[src/rtl/qos_pkg.sv]
// Shared types and constants for the QoS channel selector: FSM state encoding,
// channel count, timer width and the reset_timer==0 substitute value.
package qos_pkg;

  localparam int NUM_CH  = 4;
  localparam int TIMER_W = 20;

  // A programmed reset_timer of zero selects the longest representable interval.
  localparam logic [TIMER_W-1:0] RT_ZERO_SUB = 20'hF_FFFF;

  typedef enum logic [1:0] {
    ST_LOCK = 2'd0,
    ST_PEND = 2'd1,
    ST_HOLD = 2'd2
  } sel_state_e;

  typedef struct packed {
    logic               fallback_enable;
    logic               manual_enable;
    logic [1:0]         manual_channel;
    logic [7:0]         channel_priority;
    logic [TIMER_W-1:0] reset_timer;
  } qos_cfg_t;

  function automatic logic [TIMER_W-1:0] eff_limit(input logic [TIMER_W-1:0] rt);
    return (rt == '0) ? RT_ZERO_SUB : rt;
  endfunction

endpackage

[src/rtl/qos_channel_selector_if.sv]
// Transport-stream bus between the four input channels and the selected output.
// The selector uses the slave modport; the stream source/sink uses master.
interface qos_channel_selector_if;
  import qos_pkg::*;

  logic [NUM_CH-1:0]   ts_valid;
  logic [NUM_CH-1:0]   ts_start;
  logic [NUM_CH-1:0]   ts_err;
  logic [8*NUM_CH-1:0] ts_data;

  logic                out_valid;
  logic                out_start;
  logic [7:0]          out_data;

  modport master (
    output ts_valid, ts_start, ts_err, ts_data,
    input  out_valid, out_start, out_data
  );

  modport slave (
    input  ts_valid, ts_start, ts_err, ts_data,
    output out_valid, out_start, out_data
  );
endinterface

[src/rtl/qos_chan_monitor.sv]
// Per-channel health monitor: presence timer re-armed by packet starts and a
// saturating error counter cleared by the shared window.
module qos_chan_monitor
  import qos_pkg::*;
#(
  parameter int ERR_THRESH = 8
) (
  input  logic               clk,
  input  logic               rst,
  input  logic               ts_valid,
  input  logic               ts_start,
  input  logic               ts_err,
  input  logic               win_clear,
  input  logic [TIMER_W-1:0] limit,
  output logic               present,
  output logic [7:0]         err_count,
  output logic               healthy
);

  logic [TIMER_W-1:0] timer_q, timer_d;
  logic               present_q, present_d;
  logic [7:0]         err_q, err_d;

  // NOTE: every signal written here gets a default first so no latch is inferred.
  always_comb begin
    timer_d   = timer_q;
    present_d = present_q;
    err_d     = err_q;

    if (ts_valid && ts_start) begin
      timer_d   = '0;
      present_d = 1'b1;
    end else begin
      if (timer_q != '1) timer_d = timer_q + TIMER_W'(1);
      if (timer_d >= limit) present_d = 1'b0;
    end

    // Window clear wins over an error arriving in the same cycle.
    if (win_clear) err_d = '0;
    else if (ts_err && (err_q != 8'hFF)) err_d = err_q + 8'd1;
  end

  // NOTE: sequential state uses non-blocking assignments only.
  always_ff @(posedge clk or posedge rst) begin
    if (rst) begin
      timer_q   <= '0;
      present_q <= 1'b0;
      err_q     <= '0;
    end else begin
      timer_q   <= timer_d;
      present_q <= present_d;
      err_q     <= err_d;
    end
  end

  assign present   = present_q;
  assign err_count = err_q;
  assign healthy   = present_q && (int'(err_q) < ERR_THRESH);

endmodule

[src/rtl/qos_channel_selector.sv]
// QoS channel selector: picks one of four TS inputs by manual choice or health
// priority, switching only on packet starts. Post-switch guard: QOS_SWITCH_HOLDOFF_EN.
module qos_channel_selector
  import qos_pkg::*;
#(
  parameter int ERR_THRESH  = 8,
  parameter int HOLD_CYCLES = 1024
) (
  input  logic                    clk,
  input  logic                    rst,
  input  logic                    fallback_enable,
  input  logic                    manual_enable,
  input  logic [1:0]              manual_channel,
  input  logic [7:0]              channel_priority,
  input  logic [TIMER_W-1:0]      reset_timer,
  input  logic                    valid_config,
  qos_channel_selector_if.slave   ts_if,
  output logic [1:0]              active_channel,
  output logic [NUM_CH-1:0]       signal_present,
  output logic [7:0]              error_count_ch0,
  output logic [7:0]              error_count_ch1,
  output logic [7:0]              error_count_ch2,
  output logic [7:0]              error_count_ch3
);

  qos_cfg_t           cfg_q, cfg_d;
  logic [TIMER_W-1:0] limit;
  logic [TIMER_W-1:0] win_q, win_d;
  logic               win_clear;

  logic [NUM_CH-1:0]  present, healthy;
  logic [7:0]         err_cnt [NUM_CH];

  sel_state_e         state_q, state_d;
  logic [1:0]         active_q, active_d;
  logic [1:0]         target;
  logic               target_start;
  logic               switch_now;

  logic               out_valid_q, out_valid_d;
  logic               out_start_q, out_start_d;
  logic [7:0]         out_data_q, out_data_d;

  // Shadow configuration and the shared error window.
  always_comb begin
    cfg_d = cfg_q;
    if (valid_config) begin
      cfg_d = '{fallback_enable:  fallback_enable,
                manual_enable:    manual_enable,
                manual_channel:   manual_channel,
                channel_priority: channel_priority,
                reset_timer:      reset_timer};
    end
  end

  assign limit     = eff_limit(cfg_q.reset_timer);
  assign win_clear = valid_config || (win_q >= limit - TIMER_W'(1));
  assign win_d     = win_clear ? '0 : win_q + TIMER_W'(1);

  for (genvar n = 0; n < NUM_CH; n++) begin : g_mon
    qos_chan_monitor #(.ERR_THRESH(ERR_THRESH)) u_mon (
      .clk       (clk),
      .rst       (rst),
      .ts_valid  (ts_if.ts_valid[n]),
      .ts_start  (ts_if.ts_start[n]),
      .ts_err    (ts_if.ts_err[n]),
      .win_clear (win_clear),
      .limit     (limit),
      .present   (present[n]),
      .err_count (err_cnt[n]),
      .healthy   (healthy[n])
    );
  end

  // Scan lowest priority first so the highest-priority healthy entry wins.
  always_comb begin
    target = active_q;
    if (cfg_q.manual_enable) begin
      target = cfg_q.manual_channel;
    end else if (cfg_q.fallback_enable) begin
      for (int i = NUM_CH - 1; i >= 0; i--) begin
        if (healthy[cfg_q.channel_priority[2*i +: 2]]) target = cfg_q.channel_priority[2*i +: 2];
      end
    end
  end

  assign target_start = ts_if.ts_valid[target] && ts_if.ts_start[target];

`ifdef QOS_SWITCH_HOLDOFF_EN
  localparam int GUARD_W = (HOLD_CYCLES > 1) ? $clog2(HOLD_CYCLES) : 1;
  logic [GUARD_W-1:0] guard_q, guard_d;
  logic               guard_done;
  logic               manual_override;

  assign guard_done      = int'(guard_q) >= HOLD_CYCLES - 1;
  assign manual_override = cfg_q.manual_enable && (cfg_q.manual_channel != active_q);
`else
  logic unused_hold_cycles;
  assign unused_hold_cycles = (HOLD_CYCLES != 0);
`endif

  // FSM: state register.
  always_ff @(posedge clk or posedge rst) begin
    if (rst) state_q <= ST_LOCK;
    else     state_q <= state_d;
  end

  // FSM: next state.
  always_comb begin
    state_d = state_q;
    if (valid_config) begin
      state_d = ST_LOCK;
    end else begin
      case (state_q)
        ST_LOCK: if (target != active_q) state_d = ST_PEND;
        ST_PEND: begin
          if (target == active_q) state_d = ST_LOCK;
`ifdef QOS_SWITCH_HOLDOFF_EN
          else if (target_start)  state_d = ST_HOLD;
`else
          else if (target_start)  state_d = ST_LOCK;
`endif
        end
`ifdef QOS_SWITCH_HOLDOFF_EN
        ST_HOLD: begin
          if (manual_override) state_d = ST_PEND;
          else if (guard_done) state_d = ST_LOCK;
        end
`endif
        default: state_d = ST_LOCK;
      endcase
    end
  end

  // FSM outputs: the switch cycle already routes the new channel's start byte.
  always_comb begin
    switch_now  = (state_q == ST_PEND) && !valid_config && (target != active_q) && target_start;
    active_d    = switch_now ? target : active_q;
    out_valid_d = ts_if.ts_valid[active_d];
    out_start_d = ts_if.ts_start[active_d];
    out_data_d  = ts_if.ts_data[8*active_d +: 8];
`ifdef QOS_SWITCH_HOLDOFF_EN
    guard_d = '0;
    if ((state_q == ST_HOLD) && (state_d == ST_HOLD)) guard_d = guard_q + GUARD_W'(1);
`endif
  end

  always_ff @(posedge clk or posedge rst) begin
    if (rst) begin
      cfg_q       <= '0;
      win_q       <= '0;
      active_q    <= '0;
      out_valid_q <= 1'b0;
      out_start_q <= 1'b0;
      out_data_q  <= '0;
`ifdef QOS_SWITCH_HOLDOFF_EN
      guard_q     <= '0;
`endif
    end else begin
      cfg_q       <= cfg_d;
      win_q       <= win_d;
      active_q    <= active_d;
      out_valid_q <= out_valid_d;
      out_start_q <= out_start_d;
      out_data_q  <= out_data_d;
`ifdef QOS_SWITCH_HOLDOFF_EN
      guard_q     <= valid_config ? '0 : guard_d;
`endif
    end
  end

  assign ts_if.out_valid = out_valid_q;
  assign ts_if.out_start = out_start_q;
  assign ts_if.out_data  = out_data_q;
  assign active_channel  = active_q;
  assign signal_present  = present;
  assign error_count_ch0 = err_cnt[0];
  assign error_count_ch1 = err_cnt[1];
  assign error_count_ch2 = err_cnt[2];
  assign error_count_ch3 = err_cnt[3];

endmodule

[src/flat_wrapper.sv]
// flat-port wrapper written by rule: the top's interface ports become plain ports
module qos_channel_selector_flat import qos_pkg::*;
#(
  parameter int ERR_THRESH  = 8,
  parameter int HOLD_CYCLES = 1024
)
  (clk, rst, fallback_enable, manual_enable, manual_channel, channel_priority, reset_timer, valid_config, active_channel, signal_present, error_count_ch0, error_count_ch1, error_count_ch2, error_count_ch3, ts_if_ts_valid, ts_if_ts_start, ts_if_ts_err, ts_if_ts_data, ts_if_out_valid, ts_if_out_start, ts_if_out_data);
  qos_channel_selector_if ts_if_i ();
  input  logic clk;
  input  logic rst;
  input  logic fallback_enable;
  input  logic manual_enable;
  input  logic [1:0] manual_channel;
  input  logic [7:0] channel_priority;
  input  logic [TIMER_W-1:0] reset_timer;
  input  logic valid_config;
  output logic [1:0] active_channel;
  output logic [NUM_CH-1:0] signal_present;
  output logic [7:0] error_count_ch0;
  output logic [7:0] error_count_ch1;
  output logic [7:0] error_count_ch2;
  output logic [7:0] error_count_ch3;
  input wire logic [$bits(ts_if_i.ts_valid)-1:0] ts_if_ts_valid;
  input wire logic [$bits(ts_if_i.ts_start)-1:0] ts_if_ts_start;
  input wire logic [$bits(ts_if_i.ts_err)-1:0] ts_if_ts_err;
  input wire logic [$bits(ts_if_i.ts_data)-1:0] ts_if_ts_data;
  output wire logic [$bits(ts_if_i.out_valid)-1:0] ts_if_out_valid;
  output wire logic [$bits(ts_if_i.out_start)-1:0] ts_if_out_start;
  output wire logic [$bits(ts_if_i.out_data)-1:0] ts_if_out_data;
  assign ts_if_i.ts_valid = ts_if_ts_valid;
  assign ts_if_i.ts_start = ts_if_ts_start;
  assign ts_if_i.ts_err = ts_if_ts_err;
  assign ts_if_i.ts_data = ts_if_ts_data;
  assign ts_if_out_valid = ts_if_i.out_valid;
  assign ts_if_out_start = ts_if_i.out_start;
  assign ts_if_out_data = ts_if_i.out_data;
  qos_channel_selector #(.ERR_THRESH(ERR_THRESH), .HOLD_CYCLES(HOLD_CYCLES)) u_core (.clk(clk), .rst(rst), .fallback_enable(fallback_enable), .manual_enable(manual_enable), .manual_channel(manual_channel), .channel_priority(channel_priority), .reset_timer(reset_timer), .valid_config(valid_config), .ts_if(ts_if_i), .active_channel(active_channel), .signal_present(signal_present), .error_count_ch0(error_count_ch0), .error_count_ch1(error_count_ch1), .error_count_ch2(error_count_ch2), .error_count_ch3(error_count_ch3));
endmodule
[config.mk]
export PLATFORM = sky130hd
export DESIGN_NAME = qos_channel_selector_flat
export DESIGN_NICKNAME = d
export VERILOG_FILES = /design/src/rtl/qos_pkg.sv /design/src/rtl/qos_channel_selector_if.sv /design/src/rtl/qos_chan_monitor.sv /design/src/rtl/qos_channel_selector.sv /design/src/flat_wrapper.sv
export SDC_FILE = /design/constraint.sdc
export NUM_CORES = 1
export LEC_CHECK = 0
export ABC_AREA = 1
export BUFFER_PORTS_ARGS = -buffer_cell sky130_fd_sc_hd__buf_2
export CORE_MARGIN = 3
export CORE_UTILIZATION = 55
export DETAILED_ROUTE_END_ITERATION = 10
export GPL_TIMING_DRIVEN = 0
export HOLD_SLACK_MARGIN = 0.1
export PLACE_DENSITY = 0.78
export RECOVER_POWER = 100
export SYNTH_ARGS = -nofsm -noshare
export SYNTH_HDL_FRONTEND = slang
export SYNTH_SLANG_ARGS = --single-unit
export TNS_END_PERCENT = 10
[constraint.sdc]
create_clock -name clk -period 5.1 [get_ports clk]
set_input_delay 0.255 -clock clk [delete_from_list [all_inputs] [get_ports clk]]
set_output_delay 0.255 -clock clk [all_outputs]
set_load 0.01 [all_outputs]
==> results of run 1 <==
-- critical path, stage by stage, from the launching register on --
cell and delay (ns):
dfrtp_1 0.36, inv_1 0.09, nand2_1 0.12, nor3_1 0.08, nand4_1 0.07, nand3b_4 0.17, inv_2 0.11, nor2_4 0.26
inv_1 0.10, nor2_1 0.18, nand3_2 0.11, nor2_2 0.18, nand2_1 0.12, nor2_4 0.13, nand2_2 0.09, nor2_4 0.14
nand2_2 0.07, xnor2_1 0.13, ha_1 0.33, nand4_1 0.16, or4_1 0.54, nand4_1 0.25, buf_4 0.18, clkbuf_1 0.47
nor3b_1 0.13
-- area by class of cell --
| class | instances | area [µm²] |
|---|---|---|
| repair buffers | 173 | 1010 |
| clock inverters | 15 | 198 |
| fillers | 1906 | 7680 |
| flip-flops and latches | 181 | 4530 |
| clock buffers | 17 | 425 |
| inverters | 253 | 952 |
| plain buffers | 39 | 183 |
| multi-input cells | 1229 | 6830 |
| well taps | 280 | 350 |
-- final timing paths --
check | to | slack [ns]
min reg2reg | u_core.state_q[0] | 0.47
max reg2reg | u_core.win_q[9] | 0.40
min | u_core.ts_if.out_data[4] | 0.11
min in group asynchronous | u_core.g_mon[0].u_mon.timer_q[16] | 0.63
max in group asynchronous | u_core.g_mon[1].u_mon.timer_q[11] | 1.24
max | u_core.win_q[9] | 0.40
-- state kept, by name, indices dropped and copies added (netlist names) --
signal,flops
u_core.active_channel,2
u_core.cfg_q,32
u_core.g_mon.u_mon.err_count,32
u_core.g_mon.u_mon.present,4
u_core.g_mon.u_mon.timer_q,80
u_core.state_q,1
u_core.ts_if.out_data,8
u_core.ts_if.out_start,1
u_core.ts_if.out_valid,1
u_core.win_q,20
-- report_power, final --
part	internal (mW)	switching (mW)	leakage, nW	total (mW)
Clock	0.672	0.694	0.297	1.37
Combinational	0.406	0.705	4.65	1.11
Sequential	1.56	0.103	2.39	1.67
-- timing repair --
item	in CTS	in global routing
hold buffers	41	0
buffers inserted	0	3
setup endpoints to repair	0	4
hold endpoints to repair	65	0
-- per-stage QoR --
step / utilization, % / power (mW) / worst slack (ns) / instances / hold WS [ns]
2_1_floorplan: - / 2.45 / 1.41 / 1702 / 0.372
3_3_place_gp: 61.2 / 2.74 / 0.499 / 2107 / 0.451
3_5_place_dp: 61.6 / 2.79 / 0.437 / 2111 / 0.396
4_1_cts: 66.2 / 4.19 / 0.393 / 2184 / 0.101
5_1_grt: 65.3 / 4.38 / 0.0705 / 2187 / 0.113
6_report: 65.3 / 4.14 / 0.404 / 2187 / 0.113
-- cell usage after synthesis (all sizes together) (2+ instances only) --
library cell / number
a21oi: 89
nand4: 47
xor2: 68
buf: 16
a21boi: 2
nand3b: 4
inv: 250
xnor2: 24
and3: 3
ha: 93
clkbuf: 23
dfrtp: 181
o21bai: 9
o21ai: 74
maj3: 2
nor2: 223
clkinv: 3
nor4: 12
nand3: 133
or2: 3
and2: 4
nor3: 53
a31o: 2
nand2: 353
nor3b: 14
a31oi: 2
a211oi: 7
-- layer usage --
metal,wire length (µm),global-route usage (%),vias to the layer above
li1,-,-,5906
met1,14600,36.5,5704
met2,16900,49.4,397
met3,2290,6.54,64
met4,868,8.35,0
met5,0,0,-
-- cell families after synthesis --
family                   share of synthesized area, %
buffers and inverters                            9.09
adder cells (fa/ha/maj)                          9.41
XOR/XNOR                                         6.46
AO/OA/AOI/OAI                                    8.45
flip-flops                                       36.0
AND/OR/NAND/NOR                                  30.6
==> impl_metrics.tcl, run 1 <==
set metrics [dict create \
    fin_crit_ns 4.70 \
    nets 2066 \
    ir_drop_v 0.000271 \
    max-slew-margin-rel_pct -38.5 \
    cts-root-buf "clkbuf_16" \
    synth_edf_count 0 \
    drc 0 \
    grt_pass1_vias 11900 \
    syn_inst 1702 \
    synth_top_area_share_pct 36.0 \
    max-cap-violations 2 \
    period_share_pct 92.1 \
    area_growth_pct 15.1 \
    rsz0062_at_grt "false" \
    finalWeightedCongestion 0.898 \
    grt_use_total_pct 28.8 \
    grt_start_max_net_pins 42 \
    fin_tns_setup_ns 0 \
    outcome "finished with violations" \
    synth_top_flop_cell "dfrtp_1" \
    drv_slew 76 \
    hold_path_class "primary input to register" \
    die_area_um2 24700 \
    synth_largest_area_cell "dfrtp_1" \
    min-delay-start "ts_if_ts_data[28]" \
    timing.fmax_mhz 213 \
    finalHoldViolCount 0 \
    ys_types 57 \
    p_leak_nw 7.34 \
    r2r-start "u_core.cfg_q[0]" \
    crit_arrival_ns 5.00 \
    io_buffers 125 \
    critPathLaunch "u_core.cfg_q[0]" \
    syn_avg_cell_area_um2 7.39 \
    cts_max_level 4 \
    crit_required_ns 5.40 \
    violations "max-capacitance violations, max-slew violations" \
    final_common_cell "nand2_1" \
    grt_overflow 0 \
    netlist_area_um2 12600 \
    postRouteAntennaNets 0 \
    grt_pass1_wl_um 57100 \
    vias 12100 \
    crit_path_end_kind "register" \
    worstSetupPathType "register to register" \
    wl_per_cell_um 15.8 \
    hold_depth 5 \
    clock_latency_ns 0.45 \
    diodes 0 \
    finalInstanceArea_um2 14500 \
    drt_iter0_drc 970 \
    async_reset_ff_share_pct 100 \
    worstMarginPinSlew_ns 2.08 \
    cts_tree "yes" \
    clk_pin_slew_ns 0.08 \
    ys_seq_area_share_pct 36.0 \
    yosys-top-cells-area "dfrtp_1 36%, nand2_1 10%, ha_1 9.2%" \
    cp_max_fo 10 \
    die_w_um 157 \
    fin_skew_ns 0.0163 \
    cts_buffer_depth 2 \
    syn_nets 1874 \
    power_density_nw_per_um2 286 \
    startpoint_type "register" \
    dieHeight_um 157 \
    cts_inserted_buffers 17 \
    io_pins 127 \
    place_area_um2 13600 \
    ys_ff_latch 181 \
    wirelength_um 34600 \
    ys_warn_count 0 \
    drt_pass1_iterations 8 \
    drive_gt1_share_pct 8.34 \
    antenna_found_initial 0 \
    vias_per_cell 5.52 \
    mostFrequentLayoutCells "344 x nand2_1, 246 x inv_1, 219 x nor2_1" \
    core_area_um2 22200 \
    cts_resized 0 \
    numClockSinks 181 \
    setup_viol_count_final 0 \
    dp_hpwl_um 25400 \
    start_util_pct 56.8 \
    ff2ff_path_depth 24 \
    std_cell_rows 54 \
]
No activity file was read; power rests on OpenSTA's default activity.
==> run 2: changes to the inputs <==
--- a/config.mk
+++ b/config.mk
@@ -9,6 +9,7 @@
 export BUFFER_PORTS_ARGS = -buffer_cell sky130_fd_sc_hd__buf_2
 export CORE_MARGIN = 3
 export CORE_UTILIZATION = 55
+export CTS_CLUSTER_SIZE = 30
 export DETAILED_ROUTE_END_ITERATION = 10
 export GPL_TIMING_DRIVEN = 0
 export HOLD_SLACK_MARGIN = 0.1
==> constraint.sdc (replaced) <==
create_clock -name clk -period 5.1 [get_ports clk]
set_input_delay 0.255 -clock clk [delete_from_list [all_inputs] [get_ports clk]]
set_output_delay 0.255 -clock clk [all_outputs]
set_load 0.005 [all_outputs]
==> run 2 against run 1 <==
Effect of this change:
- the run still ends with max-capacitance violations, max-slew violations left
- power fell by 0.52%
- final cell count did not move
- sequential power barely moved
- critical path depth did not move
- clock power barely moved
- sequential share of layout area barely moved
- global-route usage did not move
- combinational power barely moved
- design area rose by 0.12%
- hold slack got worse by 0.0035 ns
==> impl_metrics.tcl, run 2 (same netlist as run 1, synthesis figures left out) <==
set metrics [dict create \
    outcome "finished with violations" \
    violations "max-capacitance violations, max-slew violations" \
    mostFrequentLayoutCells "344 x nand2_1, 246 x inv_1, 219 x nor2_1" \
    cts_max_level 4 \
    wl_per_cell_um 15.8 \
    crit_path_end_kind "register" \
    cts_tree "yes" \
    die_w_um 157 \
    area_growth_pct 15.2 \
    r2r_slack_ns 0.42 \
    fin_tns_setup_ns 0 \
    place_area_um2 13600 \
    startpoint_type "register" \
    grt_use_total_pct 28.8 \
    ir_drop_v 0.000273 \
    clk_pin_slew_ns 0.09 \
    vias_per_cell 5.52 \
    grt_overflow 0 \
    max-cap-violations 2 \
    crit_required_ns 5.40 \
    p_leak_nw 7.39 \
    dieHeight_um 157 \
    fin_crit_ns 4.68 \
    finalWeightedCongestion 0.898 \
    io_pins 127 \
    period_share_pct 91.8 \
    grt_start_max_net_pins 42 \
    max-slew-margin-rel_pct -38.1 \
    numClockSinks 181 \
    drt_iter0_drc 987 \
    timing.fmax_mhz 214 \
    top_register "u_core.g_mon.u_mon.timer_q" \
    hold_path_class "primary input to register" \
    total_power_mw 4.12 \
    setup_viol_count_final 0 \
    drc 0 \
    grt_pass1_vias 11900 \
    cts_inserted_buffers 17 \
    core_area_um2 22200 \
    drt_pass1_iterations 6 \
    std_cell_rows 54 \
    clock_latency_ns 0.45 \
    fin_skew_ns 0.0155 \
    diodes 0 \
    nets 2066 \
    largest_reg_flops 80 \
    wirelength_um 34600 \
    antenna_found_initial 0 \
    io_buffers 125 \
    rsz0062_at_grt "false" \
    cp_max_fo 10 \
    fin_cells 2187 \
    finalHoldViolCount 0 \
    n_fill_cell 1900 \
    worstMarginPinSlew_ns 2.07 \
    place_inst 2111 \
    postRouteAntennaNets 0 \
    drv_slew 76 \
    grt_pass1_wl_um 57100 \
    crit_arrival_ns 4.99 \
    vias 12100 \
    final_common_cell "nand2_1" \
    finalInstanceArea_um2 14500 \
    die_area_um2 24700 \
    power_density_nw_per_um2 284 \
    drive_gt1_share_pct 9.07 \
    dp_hpwl_um 25400 \
    cts-root-buf "clkbuf_16" \
    worstSetupPathType "register to register" \
    cts_buffer_depth 2 \
    start_util_pct 56.8 \
]
run 2: changes by cell type in the layout (fill, tap and decap cells not counted), sizes merged:
cell    before  now
buf         88  102
clkbuf     100   86
run 2: area by class of cell:
class                   instances  area (µm²)  share of cell area (%)
well taps                     280         350                    2.42
flip-flops and latches        181        4530                    31.2
plain buffers                  39         183                    1.26
clock inverters                15         198                    1.36
repair buffers                173        1030                    7.12
clock buffers                  17         425                    2.93
multi-input cells            1229        6830                    47.1
inverters                     253         952                    6.57
run 2: path summary, 6_finish.rpt:
kind,endpoint,start,depth (start not counted)
max,u_core.win_q[9],u_core.cfg_q[0],24
min in group asynchronous,u_core.g_mon[0].u_mon.timer_q[16],rst,3
max in group asynchronous,u_core.g_mon[1].u_mon.timer_q[11],rst,5
max reg2reg,u_core.win_q[9],u_core.cfg_q[0],24
min reg2reg,u_core.state_q[0],u_core.state_q[0],1
min,u_core.ts_if.out_data[4],ts_if_ts_data[28],5
run 2: where the power goes:
group | switching [mW] | total [mW] | internal [mW]
clock network | 0.694 | 1.37 | 0.672
registers | 0.102 | 1.67 | 1.56
logic | 0.683 | 1.09 | 0.406
run 2: routing by layer:
metal  track usage, %  wire length [µm]  up-vias
met2             49.4             16800      429
met4             8.35               881        0
li1                 -                 -     5907
met1             36.5             14500     5677
met3             6.54              2430       66
met5                0                 0        -
run 2: per-stage QoR:
step | utilization [%] | setup WS, ns | hold WS (ns)
2_1_floorplan | - | 1.41 | 0.372
6_report | 65.4 | 0.419 | 0.110
3_5_place_dp | 61.6 | 0.437 | 0.396
3_3_place_gp | 61.2 | 0.499 | 0.451
5_1_grt | 65.4 | 0.0705 | 0.113
4_1_cts | 66.2 | 0.393 | 0.101
run 2: timing repair:
item	CTS	global route
hold buffers	41	0
hold endpoints to repair	65	0
setup buffers	0	3
resized for setup	0	0
endpoints found under the setup margin	0	4
run 2: worst max-delay path: stages (launching register included):
cell and delay, ns:
dfrtp_1 0.36, inv_1 0.09, nand2_1 0.12, nor3_1 0.08, nand4_1 0.07, nand3b_4 0.18
inv_2 0.11, nor2_4 0.26, inv_1 0.10, nor2_1 0.17, nand3_2 0.11, nor2_2 0.17
nand2_1 0.12, nor2_4 0.13, nand2_2 0.09, nor2_4 0.14, nand2_2 0.07, xnor2_1 0.13
ha_1 0.33, nand4_1 0.16, or4_1 0.54, nand4_1 0.24, buf_4 0.17, clkbuf_1 0.48
nor3b_1 0.12
==> run 3: changes to the inputs <==
--- a/config.mk
+++ b/config.mk
@@ -7,14 +7,16 @@
 export LEC_CHECK = 0
 export ABC_AREA = 1
 export BUFFER_PORTS_ARGS = -buffer_cell sky130_fd_sc_hd__buf_2
+export CELL_PAD_IN_SITES_DETAIL_PLACEMENT = 1
+export CELL_PAD_IN_SITES_GLOBAL_PLACEMENT = 1
 export CORE_MARGIN = 3
-export CORE_UTILIZATION = 55
+export CORE_UTILIZATION = 40
 export CTS_CLUSTER_SIZE = 30
 export DETAILED_ROUTE_END_ITERATION = 10
-export GPL_TIMING_DRIVEN = 0
 export HOLD_SLACK_MARGIN = 0.1
-export PLACE_DENSITY = 0.78
+export PLACE_DENSITY_LB_ADDON = 0.1
 export RECOVER_POWER = 100
+export SKIP_LAST_GASP = 1
 export SYNTH_ARGS = -nofsm -noshare
 export SYNTH_HDL_FRONTEND = slang
 export SYNTH_SLANG_ARGS = --single-unit
==> run 3 against run 2 <==
Effect of this change:
- the flow still finishes with violations (max-capacitance violations, max-slew violations)
- flip-flop and latch count unchanged
- routed wire length increased by 13%
- fmax increased by 5.2%
- clock power increased by 8%
- power increased by 2.8%
- critical path depth increased by 1
- worst setup slack improved by 0.23 ns
- register-to-register slack improved by 0.23 ns
- critical path type unchanged
- critical endpoint is now u_core.win_q[2]
- largest cell class unchanged
==> impl_metrics.tcl, run 3 (same netlist as run 1, synthesis figures left out) <==
set metrics [dict create \
    outcome "finished with violations" \
    violations "max-capacitance violations, max-slew violations" \
    numClockSinks 181 \
    cts-root-buf "clkbuf_16" \
    start_util_pct 40.8 \
    dieHeight_um 183 \
    grt_use_total_pct 24.1 \
    nets 2032 \
    area_growth_pct 15.5 \
    final_common_cell "nand2_1" \
    cp_max_fo 17 \
    io_buffers 126 \
    fin_skew_ns 0.0132 \
    vias 11800 \
    largest_reg_flops 80 \
    drive_gt1_share_pct 8.92 \
    crit_required_ns 5.49 \
    drt_iter0_drc 435 \
    drt_pass1_iterations 4 \
    max-slew-margin-rel_pct -62.0 \
    drv_slew 209 \
    clock_latency_ns 0.47 \
    setup_viol_count_final 0 \
    antenna_found_initial 2 \
    top_register "u_core.g_mon.u_mon.timer_q" \
    crit_path_end_kind "register" \
    grt_pass1_wl_um 64000 \
    worstMarginPinSlew_ns 2.43 \
    p_seq_share_pct 39.3 \
    rsz0062_at_grt "false" \
    period_share_pct 87.3 \
    p_leak_nw 7.37 \
    ir_drop_v 0.000269 \
    hold_path_class "primary input to register" \
    switching_power_mw 1.47 \
    timing.fmax_mhz 225 \
    core_area_um2 30800 \
    startpoint_type "register" \
    cts_inserted_buffers 17 \
    power_frac_comb_pct 25.9 \
    vias_per_cell 5.18 \
    swShare_pct 34.7 \
    cts_buffer_depth 2 \
    mostFrequentLayoutCells "343 x nand2_1, 246 x inv_1, 220 x nor2_1" \
    fin_crit_ns 4.45 \
    slowest_stage "inv_1" \
    slowest_delay_ns 0.39 \
    max-cap-violations 3 \
    worstSetupPathType "register to register" \
    clk_pin_slew_ns 0.07 \
    std_cell_rows 64 \
    fin_util_pct 47.1 \
    fin_tns_setup_ns 0 \
    drc 0 \
    power.internal_mw 2.77 \
    wl_per_cell_um 17.3 \
    postRouteAntennaNets 0 \
    pwr-share-clk_pct 34.8 \
    crit_arrival_ns 4.84 \
    finalHoldViolCount 0 \
    cts_max_level 4 \
    die_area_um2 33600 \
    total_power_mw 4.24 \
    power_density_nw_per_um2 292 \
    wirelength_um 39200 \
    finalWeightedCongestion 0.862 \
    grt_pass1_vias 12600 \
    die_w_um 183 \
    dp_hpwl_um 29200 \
    grt_overflow 0 \
    cts_resized 0 \
    grt_start_max_net_pins 97 \
    io_pins 127 \
    cts_tree "yes" \
]
-- run 3: changes by cell type in the layout (fill, tap and decap cells not counted), moves of 2 or more --
cell,change
clkinv_4,+2
buf_6,-2
buf_2,+2
bufinv_16,+3
dlygate4sd3_1,+4
diode_2,+2
clkbuf_1,-33
nand3_1,+2
clkbuf_4,-3
clkinv_8,-5
nand3_2,-2
-- run 3: layer usage --
layer,vias to the layer above,GRT usage [%],wire (µm)
li1,5815,-,-
met1,5737,30.3,17700
met2,165,42.0,19400
met3,48,4.64,1440
met4,0,7.07,724
met5,-,0,0
-- run 3: power groups by stage --
stage          logic [mW]  registers [mW]  clock network, mW
2_1_floorplan       0.754            1.67                  0
3_3_place_gp         1.03            1.69                  0
3_5_place_dp         1.08            1.69                  0
4_1_cts              1.14            1.66               1.52
5_1_grt              1.26            1.68               1.58
6_report             1.10            1.66               1.48
-- run 3: through the flow --
step | instance area [µm²] | setup slack [ns] | cells | hold WS, ns
detailed placement | 13600 | 0.755 | 2192 | 0.303
global route | 14500 | 0.139 | 2270 | 0.115
global placement | 13600 | 0.898 | 2192 | 0.300
finish | 14500 | 0.649 | 2271 | 0.126
CTS | 14700 | 0.683 | 2269 | 0.102
floorplan | 12600 | 1.41 | 1702 | 0.372
-- run 3: timing repair --
item | in CTS | in global routing
hold buffers | 45 | 0
setup buffers | 0 | 0
endpoints found under the hold margin | 55 | 0
-- run 3: path summary, 6_finish.rpt --
kind,from,endpoint,slack [ns],cells past startpoint
worst max-delay path,u_core.cfg_q[0],u_core.win_q[2],0.65,25
worst min register to register,u_core.state_q[0],u_core.state_q[0],0.47,1
max in group asynchronous,rst,u_core.active_channel[1],1.81,4
worst min-delay path,ts_if_ts_data[1],u_core.ts_if.out_data[1],0.13,5
worst max register to register,u_core.cfg_q[0],u_core.win_q[2],0.65,25
min in group asynchronous,rst,u_core.g_mon[0].u_mon.timer_q[6],0.47,3
-- run 3: layout make-up --
type	instances	area [µm²]
fillers	3931	16300
multi-input cells	1229	6820
flip-flops and latches	181	4530
repair buffers	178	1090
inverters	253	952
well taps	396	495
clock buffers	18	429
clock inverters	14	211
diodes	2	5.00
-- run 3: worst max-delay path: cells and delay by family (launching register included) --
kind	cells	cell delay (ns)
buffers and inverters	4	0.72
XOR/XNOR	1	0.13
AND/OR/NAND/NOR	16	2.25
adder cells (fa/ha/maj)	1	0.33
flip-flops	1	0.36
AO/OA/AOI/OAI	3	0.56
